File: config.mk
export PLATFORM = sky130hd
export DESIGN_NAME = neuron_seq_trainer
export DESIGN_NICKNAME = d
export VERILOG_FILES = /design/src/rtl/neuron_seq_trainer.sv
export SDC_FILE = /design/constraint.sdc
export NUM_CORES = 2
export LEC_CHECK = 0
export ABC_CLOCK_PERIOD_IN_PS = 11200
export CORE_UTILIZATION = 49
export DETAILED_ROUTE_END_ITERATION = 12
export PLACE_DENSITY = 0.77
export SYNTH_ARGS = -nofsm -noshare
export SYNTH_HDL_FRONTEND = slang
export SYNTH_SLANG_ARGS = --single-unit
File: constraint.sdc
create_clock -name clk -period 11.2 [get_ports clk]
set_input_delay 1.68 -clock clk [delete_from_list [all_inputs] [get_ports clk]]
set_output_delay 1.68 -clock clk [all_outputs]
set_load 0.05 [all_outputs]
File: src/rtl/neuron_seq_trainer.sv
// neuron_seq_trainer: time-multiplexed trainable neuron, signed Q(BITS-FRAC).FRAC.
// Forward pass: one shared multiplier accumulates x*w over N cycles, then activation.
// Backward pass: SGD update of one weight per cycle, then the bias.
// Optional macro NEURON_SAT_EN: saturating arithmetic; when undefined, results wrap.
module neuron_seq_trainer #(
    parameter int N    = 6,
    parameter int BITS = 16,
    parameter int FRAC = 8,
    parameter int ACT  = 0
) (
    input  logic                  clk,
    input  logic                  rst_n,
    input  logic [N*BITS-1:0]     x,
    input  logic                  load_w,
    input  logic [N*BITS-1:0]     w_init,
    input  logic [BITS-1:0]       b_init,
    input  logic                  start,
    input  logic                  upd,
    input  logic [BITS-1:0]       dz_in,
    input  logic [BITS-1:0]       lr,
    output logic                  busy,
    output logic                  done,
    output logic [BITS-1:0]       y,
    output logic [BITS-1:0]       z,
    output logic [(N+1)*BITS-1:0] w_out
);
    localparam int AW = 2*BITS + $clog2(N+1);
    localparam int SW = AW + 1;
    localparam int IW = (N > 1) ? $clog2(N) : 1;
    localparam logic signed [BITS+1:0] HALF = (BITS+2)'(1) << (FRAC-1);
    localparam logic signed [BITS+1:0] ONE  = (BITS+2)'(1) << FRAC;

    typedef enum logic [2:0] {S_IDLE, S_MAC, S_ACT, S_UPD, S_BIAS, S_DONE} state_t;

    state_t                 r_state, w_next;
    logic [N-1:0][BITS-1:0] r_w, r_x;
    logic signed [BITS-1:0] r_b, r_g, r_y, r_z;
    logic signed [AW-1:0]   r_acc;
    logic [IW-1:0]          r_idx;

    logic signed [BITS-1:0]   w_xi, w_wi, w_zsat, w_act, w_dz_eff, w_g, w_wnew, w_bnew;
    logic signed [2*BITS-1:0] w_prod, w_gprod, w_dprod;
    logic signed [BITS+1:0]   w_hs;
    logic                     w_last;

    // Narrow a wide intermediate to BITS: clamp when saturation is built in, else wrap.
    function automatic logic signed [BITS-1:0] sat(input logic signed [SW-1:0] v);
`ifdef NEURON_SAT_EN
        logic signed [SW-1:0] vmax, vmin;
        vmax = {{(SW-BITS+1){1'b0}}, {(BITS-1){1'b1}}};
        vmin = {{(SW-BITS+1){1'b1}}, {(BITS-1){1'b0}}};
        if (v > vmax)      return vmax[BITS-1:0];
        else if (v < vmin) return vmin[BITS-1:0];
        else               return v[BITS-1:0];
`else
        return v[BITS-1:0];
`endif
    endfunction

    // Shared arithmetic: MAC product, activation, gradient and per-weight update values.
    always_comb begin
        w_xi     = $signed(r_x[r_idx]);
        w_wi     = $signed(r_w[r_idx]);
        w_last   = (r_idx == IW'(N-1));
        w_prod   = (2*BITS)'(w_xi) * (2*BITS)'(w_wi);
        w_zsat   = sat(SW'(r_acc >>> FRAC));
        w_hs     = HALF + (BITS+2)'(w_zsat >>> 2);
        w_act    = '0;
        w_dz_eff = '0;
        if (ACT == 0) begin
            w_act = w_zsat[BITS-1] ? '0 : w_zsat;
            if (!r_z[BITS-1] && (r_z != '0))
                w_dz_eff = $signed(dz_in);
        end else begin
            if (w_hs[BITS+1])  w_act = '0;
            else if (w_hs > ONE) w_act = ONE[BITS-1:0];
            else               w_act = w_hs[BITS-1:0];
            // Gradient flows only in the linear region of the hard sigmoid.
            if (!r_y[BITS-1] && (r_y != '0) && ((BITS+2)'(r_y) < ONE))
                w_dz_eff = $signed(dz_in) >>> 2;
        end
        w_gprod = (2*BITS)'(w_dz_eff) * (2*BITS)'($signed(lr));
        w_g     = sat(SW'(w_gprod >>> FRAC));
        w_dprod = (2*BITS)'(r_g) * (2*BITS)'(w_xi);
        w_wnew  = sat(SW'(w_wi) - SW'(w_dprod >>> FRAC));
        w_bnew  = sat(SW'(r_b) - SW'(r_g));
    end

    // State register.
    always_ff @(posedge clk or negedge rst_n) begin
        if (!rst_n) r_state <= S_IDLE;
        else        r_state <= w_next;
    end

    // Next state and status outputs; IDLE arbitrates load_w > start > upd.
    always_comb begin
        w_next = r_state;
        busy   = (r_state != S_IDLE);
        done   = (r_state == S_DONE);
        case (r_state)
            S_IDLE: begin
                if (load_w)     w_next = S_IDLE;
                else if (start) w_next = S_MAC;
                else if (upd)   w_next = S_UPD;
            end
            S_MAC:   if (w_last) w_next = S_ACT;
            S_ACT:   w_next = S_DONE;
            S_UPD:   if (w_last) w_next = S_BIAS;
            S_BIAS:  w_next = S_DONE;
            S_DONE:  w_next = S_IDLE;
            default: w_next = S_IDLE;
        endcase
    end

    // Datapath registers: weight store, latched inputs, accumulator, results.
    always_ff @(posedge clk or negedge rst_n) begin
        if (!rst_n) begin
            r_w   <= '0;
            r_x   <= '0;
            r_b   <= '0;
            r_g   <= '0;
            r_y   <= '0;
            r_z   <= '0;
            r_acc <= '0;
            r_idx <= '0;
        end else begin
            case (r_state)
                S_IDLE: begin
                    if (load_w) begin
                        r_w <= w_init;
                        r_b <= b_init;
                    end else if (start) begin
                        r_x   <= x;
                        r_acc <= AW'(r_b) <<< FRAC;
                        r_idx <= '0;
                    end else if (upd) begin
                        r_g   <= w_g;
                        r_idx <= '0;
                    end
                end
                S_MAC: begin
                    r_acc <= r_acc + AW'(w_prod);
                    r_idx <= r_idx + IW'(1);
                end
                S_ACT: begin
                    r_z <= w_zsat;
                    r_y <= w_act;
                end
                S_UPD: begin
                    r_w[r_idx] <= w_wnew;
                    r_idx      <= r_idx + IW'(1);
                end
                S_BIAS:  r_b <= w_bnew;
                default: ;
            endcase
        end
    end

    assign y     = r_y;
    assign z     = r_z;
    assign w_out = {r_b, r_w};
endmodule

==> flow_metrics.py <==
metrics = {
    "global_routing": {
        "grt_max_degree": 166,
        "antenna_found_initial": 14,
        "grt_pass1_wl_mm": 178,
        "gr-total-overflow": 0,
        "grt_pass1_vias": 30621,
        "grt_usage_pct": 30.9,
    },
    "detailed_routing": {
        "drtIter0Drc": 3119,
        "viasPerCell": 5.77,
        "routed_wl_mm": 115,
        "wl_per_cell_um": 22.2,
        "vias": 29951,
        "route.detailed.drc": 0,
        "first_pass_iters": 9,
        "ant_nets": 0,
    },
    "clock_network": {
        "cts_hold_buf": 0,
        "cts_tree": "built",
        "cts_setup_buffers": 0,
        "path_clk_slew_ns": 0.07,
        "tritoncts.num_buffers": 31,
        "clk_latency_ns": 0.59,
        "cts-root-buf": "clkbuf_16",
        "numClockSinks": 285,
        "cts_resized": 0,
        "htreeDepth": 1,
        "ctsLongestPathBuffers": 3,
    },
    "place": {
        "place_inst": 5128,
        "gp_congestion": 0.994,
        "dp_hpwl_mm": 92.2,
        "port_buffers": 389,
    },
    "die": {
        "coreArea_um2": 73500,
        "rows": 99,
        "io_pins": 391,
        "die_area_um2": 75800,
        "dieHeight_um": 275,
        "die_w_um": 275,
        "initial_utilization_pct": 49.8,
    },
    "yosys": {
        "yosysSeqAreaShare_pct": 19.5,
        "synth_ff_type": "dfrtp_1",
        "syn_area_um2": 36600,
        "synth_warnings": 0,
        "yosysUniqueCellTypes": 82,
        "synth.avg_cell_area_um2": 9.33,
        "synth_nets": 5004,
        "yosysTopAreaCellShare_pct": 31.9,
        "synth_largest_area_cell": "fa_1",
        "synth-edff-count": 0,
        "synth.top_cells.by_area": "fa_1 (32%), dfrtp_1 (19%), ha_1 (8.6%)",
        "synth_seq_cells": 285,
        "synthArstFlopShare_pct": 100,
        "synthCells": 3923,
    },
    "setup_path": {
        "critPathMostFrequentCell": "fa_1",
        "reg2reg_from": "r_idx[0]$_DFFE_PN0P_",
        "regToRegSetupSlack_ns": 1.28,
        "worstRegToRegCells": 34,
        "worstPathArrival_ns": 10.36,
        "endpoint": "w_out[46]$_DFFE_PN0P_",
        "cpPeakStageDelay_ns": 0.97,
        "path_max_fanout": 36,
        "end_kind": "flop",
        "reg2reg_to": "w_out[46]$_DFFE_PN0P_",
        "required_ns": 11.64,
        "crit_start": "r_idx[0]$_DFFE_PN0P_",
        "critPathLaunchType": "flop",
        "path_class": "reg2reg",
        "crit_slowest_cell": "dfrtp_2",
    },
    "sta": {
        "fin_crit_ns": 9.92,
        "setup_violations": 0,
        "slew_headroom_pct": 7.74,
        "finalHoldViolations": 0,
        "fin_skew_ns": 0.0127,
        "hold_ws_ns": 0.477,
        "finalCritPeriodShare_pct": 88.5,
        "worstMarginPinSlew_ns": 1.37,
        "slew_violations": 0,
        "fmax_ghz": 0.101,
        "fin_tns_setup_ns": 0,
        "rsz0062_at_grt": "no",
    },
    "run": {
        "drv_cap": 0,
    },
    "layout": {
        "fin_nets": 5283,
        "area_growth_pct": 15.9,
        "layout.cells.non_filler": 5195,
        "drive_gt1_share_pct": 6.25,
        "final_util_pct": 57.7,
    },
    "outcome": {
        "status": "finished, final reports clean",
    },
    "hold_path": {
        "hold_class": "reg2reg",
    },
}
==> critical path: cells and delay by family, from the launching register on <==
kind | cells | cell delay [ns]
AO/OA/AOI/OAI | 12 | 2.40
XOR/XNOR | 2 | 0.57
adder cells (fa/ha/maj) | 8 | 3.48
buffers and inverters | 7 | 1.16
flip-flops | 1 | 0.97
multiplexers | 1 | 0.17
AND/OR/NAND/NOR | 4 | 1.03
==> sequential cells by signal, summed over array words and instances, names as in the netlist <==
| name | flops |
|---|---|
| r_b | 16 |
| r_idx | 3 |
| z | 16 |
| y | 15 |
| r_state | 3 |
| r_g | 16 |
| r_x | 96 |
| r_acc | 24 |
| w_out | 96 |
==> stage by stage <==
step / setup slack [ns] / area [µm²]
floorplan: 2.25 / 36600
global placement: 1.56 / 41400
detailed placement: 1.45 / 41400
CTS: 1.38 / 42400
global route: 0.576 / 42400
finish: 1.28 / 42400
==> cell families (layout without fill, tap and decap cells) <==
family / count (synthesis) / in the layout / synth area share, %
simple gates: 1093 / 1093 / 13.1
mux: 163 / 163 / 5.04
compound gates: 478 / 478 / 8.73
buf+inv: 922 / 1223 / 9.61
flops: 285 / 285 / 19.5
other cells: 1 / 13 / 0.0102
fa+ha+maj: 836 / 836 / 40.5
xor+xnor: 145 / 145 / 3.51
==> final cells by class <==
cell class | instances | area, µm²
fillers | 6261 | 31000
multi-input cells | 2716 | 26000
flip-flops and latches | 285 | 7130
repair buffers | 436 | 4260
inverters | 732 | 2750
well taps | 959 | 1200
clock buffers | 43 | 901
clock inverters | 12 | 128
diodes | 12 | 30.0
==> how the worst min path moves through the flow <==
| stage | slack, ns | endpoint | from | depth (start not counted) |
|---|---|---|---|---|
| floorplan | 0.47 | r_g[6]$_DFFE_PN0P_ | r_g[6]$_DFFE_PN0P_ | 2 |
| global placement | 0.46 | y[0]$_DFFE_PN0N_ | y[0]$_DFFE_PN0N_ | 2 |
| detailed placement | 0.47 | y[7]$_DFFE_PN0N_ | y[7]$_DFFE_PN0N_ | 2 |
| CTS | 0.48 | y[7]$_DFFE_PN0N_ | y[7]$_DFFE_PN0N_ | 2 |
| global route | 0.51 | y[7]$_DFFE_PN0N_ | y[7]$_DFFE_PN0N_ | 2 |
| finish | 0.48 | y[7]$_DFFE_PN0N_ | y[7]$_DFFE_PN0N_ | 2 |
==> cell usage after synthesis, drive strengths merged, types with 7 or more instances <==
library cell / count
xnor2: 100
a211oi: 7
a221o: 17
fa: 583
inv: 721
mux2: 121
buf: 31
a31oi: 15
a21oi: 87
and2: 48
nor3: 17
xor2: 45
nor2b: 15
o21ai: 153
o21a: 12
nor2: 278
clkinv: 11
dfrtp: 285
nand3: 31
ha: 253
clkbuf: 159
a221oi: 8
nand2b: 34
and3: 97
nand2: 544
a22oi: 114
mux2i: 37
a21o: 18
==> placed cells by master, fill, tap and decap left out, types with 6 or more instances in the layout <==
cell	Yosys	layout
inv_1	718	718
fa_1	583	583
nand2_1	544	543
clkdlybuf4s50_1	0	388
dfrtp_1	285	284
nor2_1	278	278
ha_1	253	253
o21ai_0	139	139
mux2_2	120	120
a22oi_1	112	112
xnor2_1	98	98
and3_1	97	97
a21oi_1	84	84
and2_1	47	46
buf_4	3	46
xor2_1	45	45
mux2i_1	37	37
nand2b_1	33	33
nand3_1	31	31
clkbuf_16	0	31
a21o_1	18	18
a221o_1	17	17
nor3_1	15	15
nor2b_1	15	15
a31oi_1	15	15
diode_2	0	12
o21a_1	12	12
clkinv_1	11	11
o21ai_1	11	11
clkbuf_8	0	8
o31ai_1	6	6
a211o_1	6	6
a211oi_1	6	6
==> layer usage <==
layer	part of all wire, %	up-vias	GRT usage (%)
met2	47	1701	50.6
met3	10	342	6.89
li1	-	12844	-
met4	4.5	4	12.1
met1	38	15060	40.1
met5	0.030	-	0
Power is left out: the tool's default activity adds up to more than one toggle a clock period on the data nets, which glitch-free logic cannot reach.
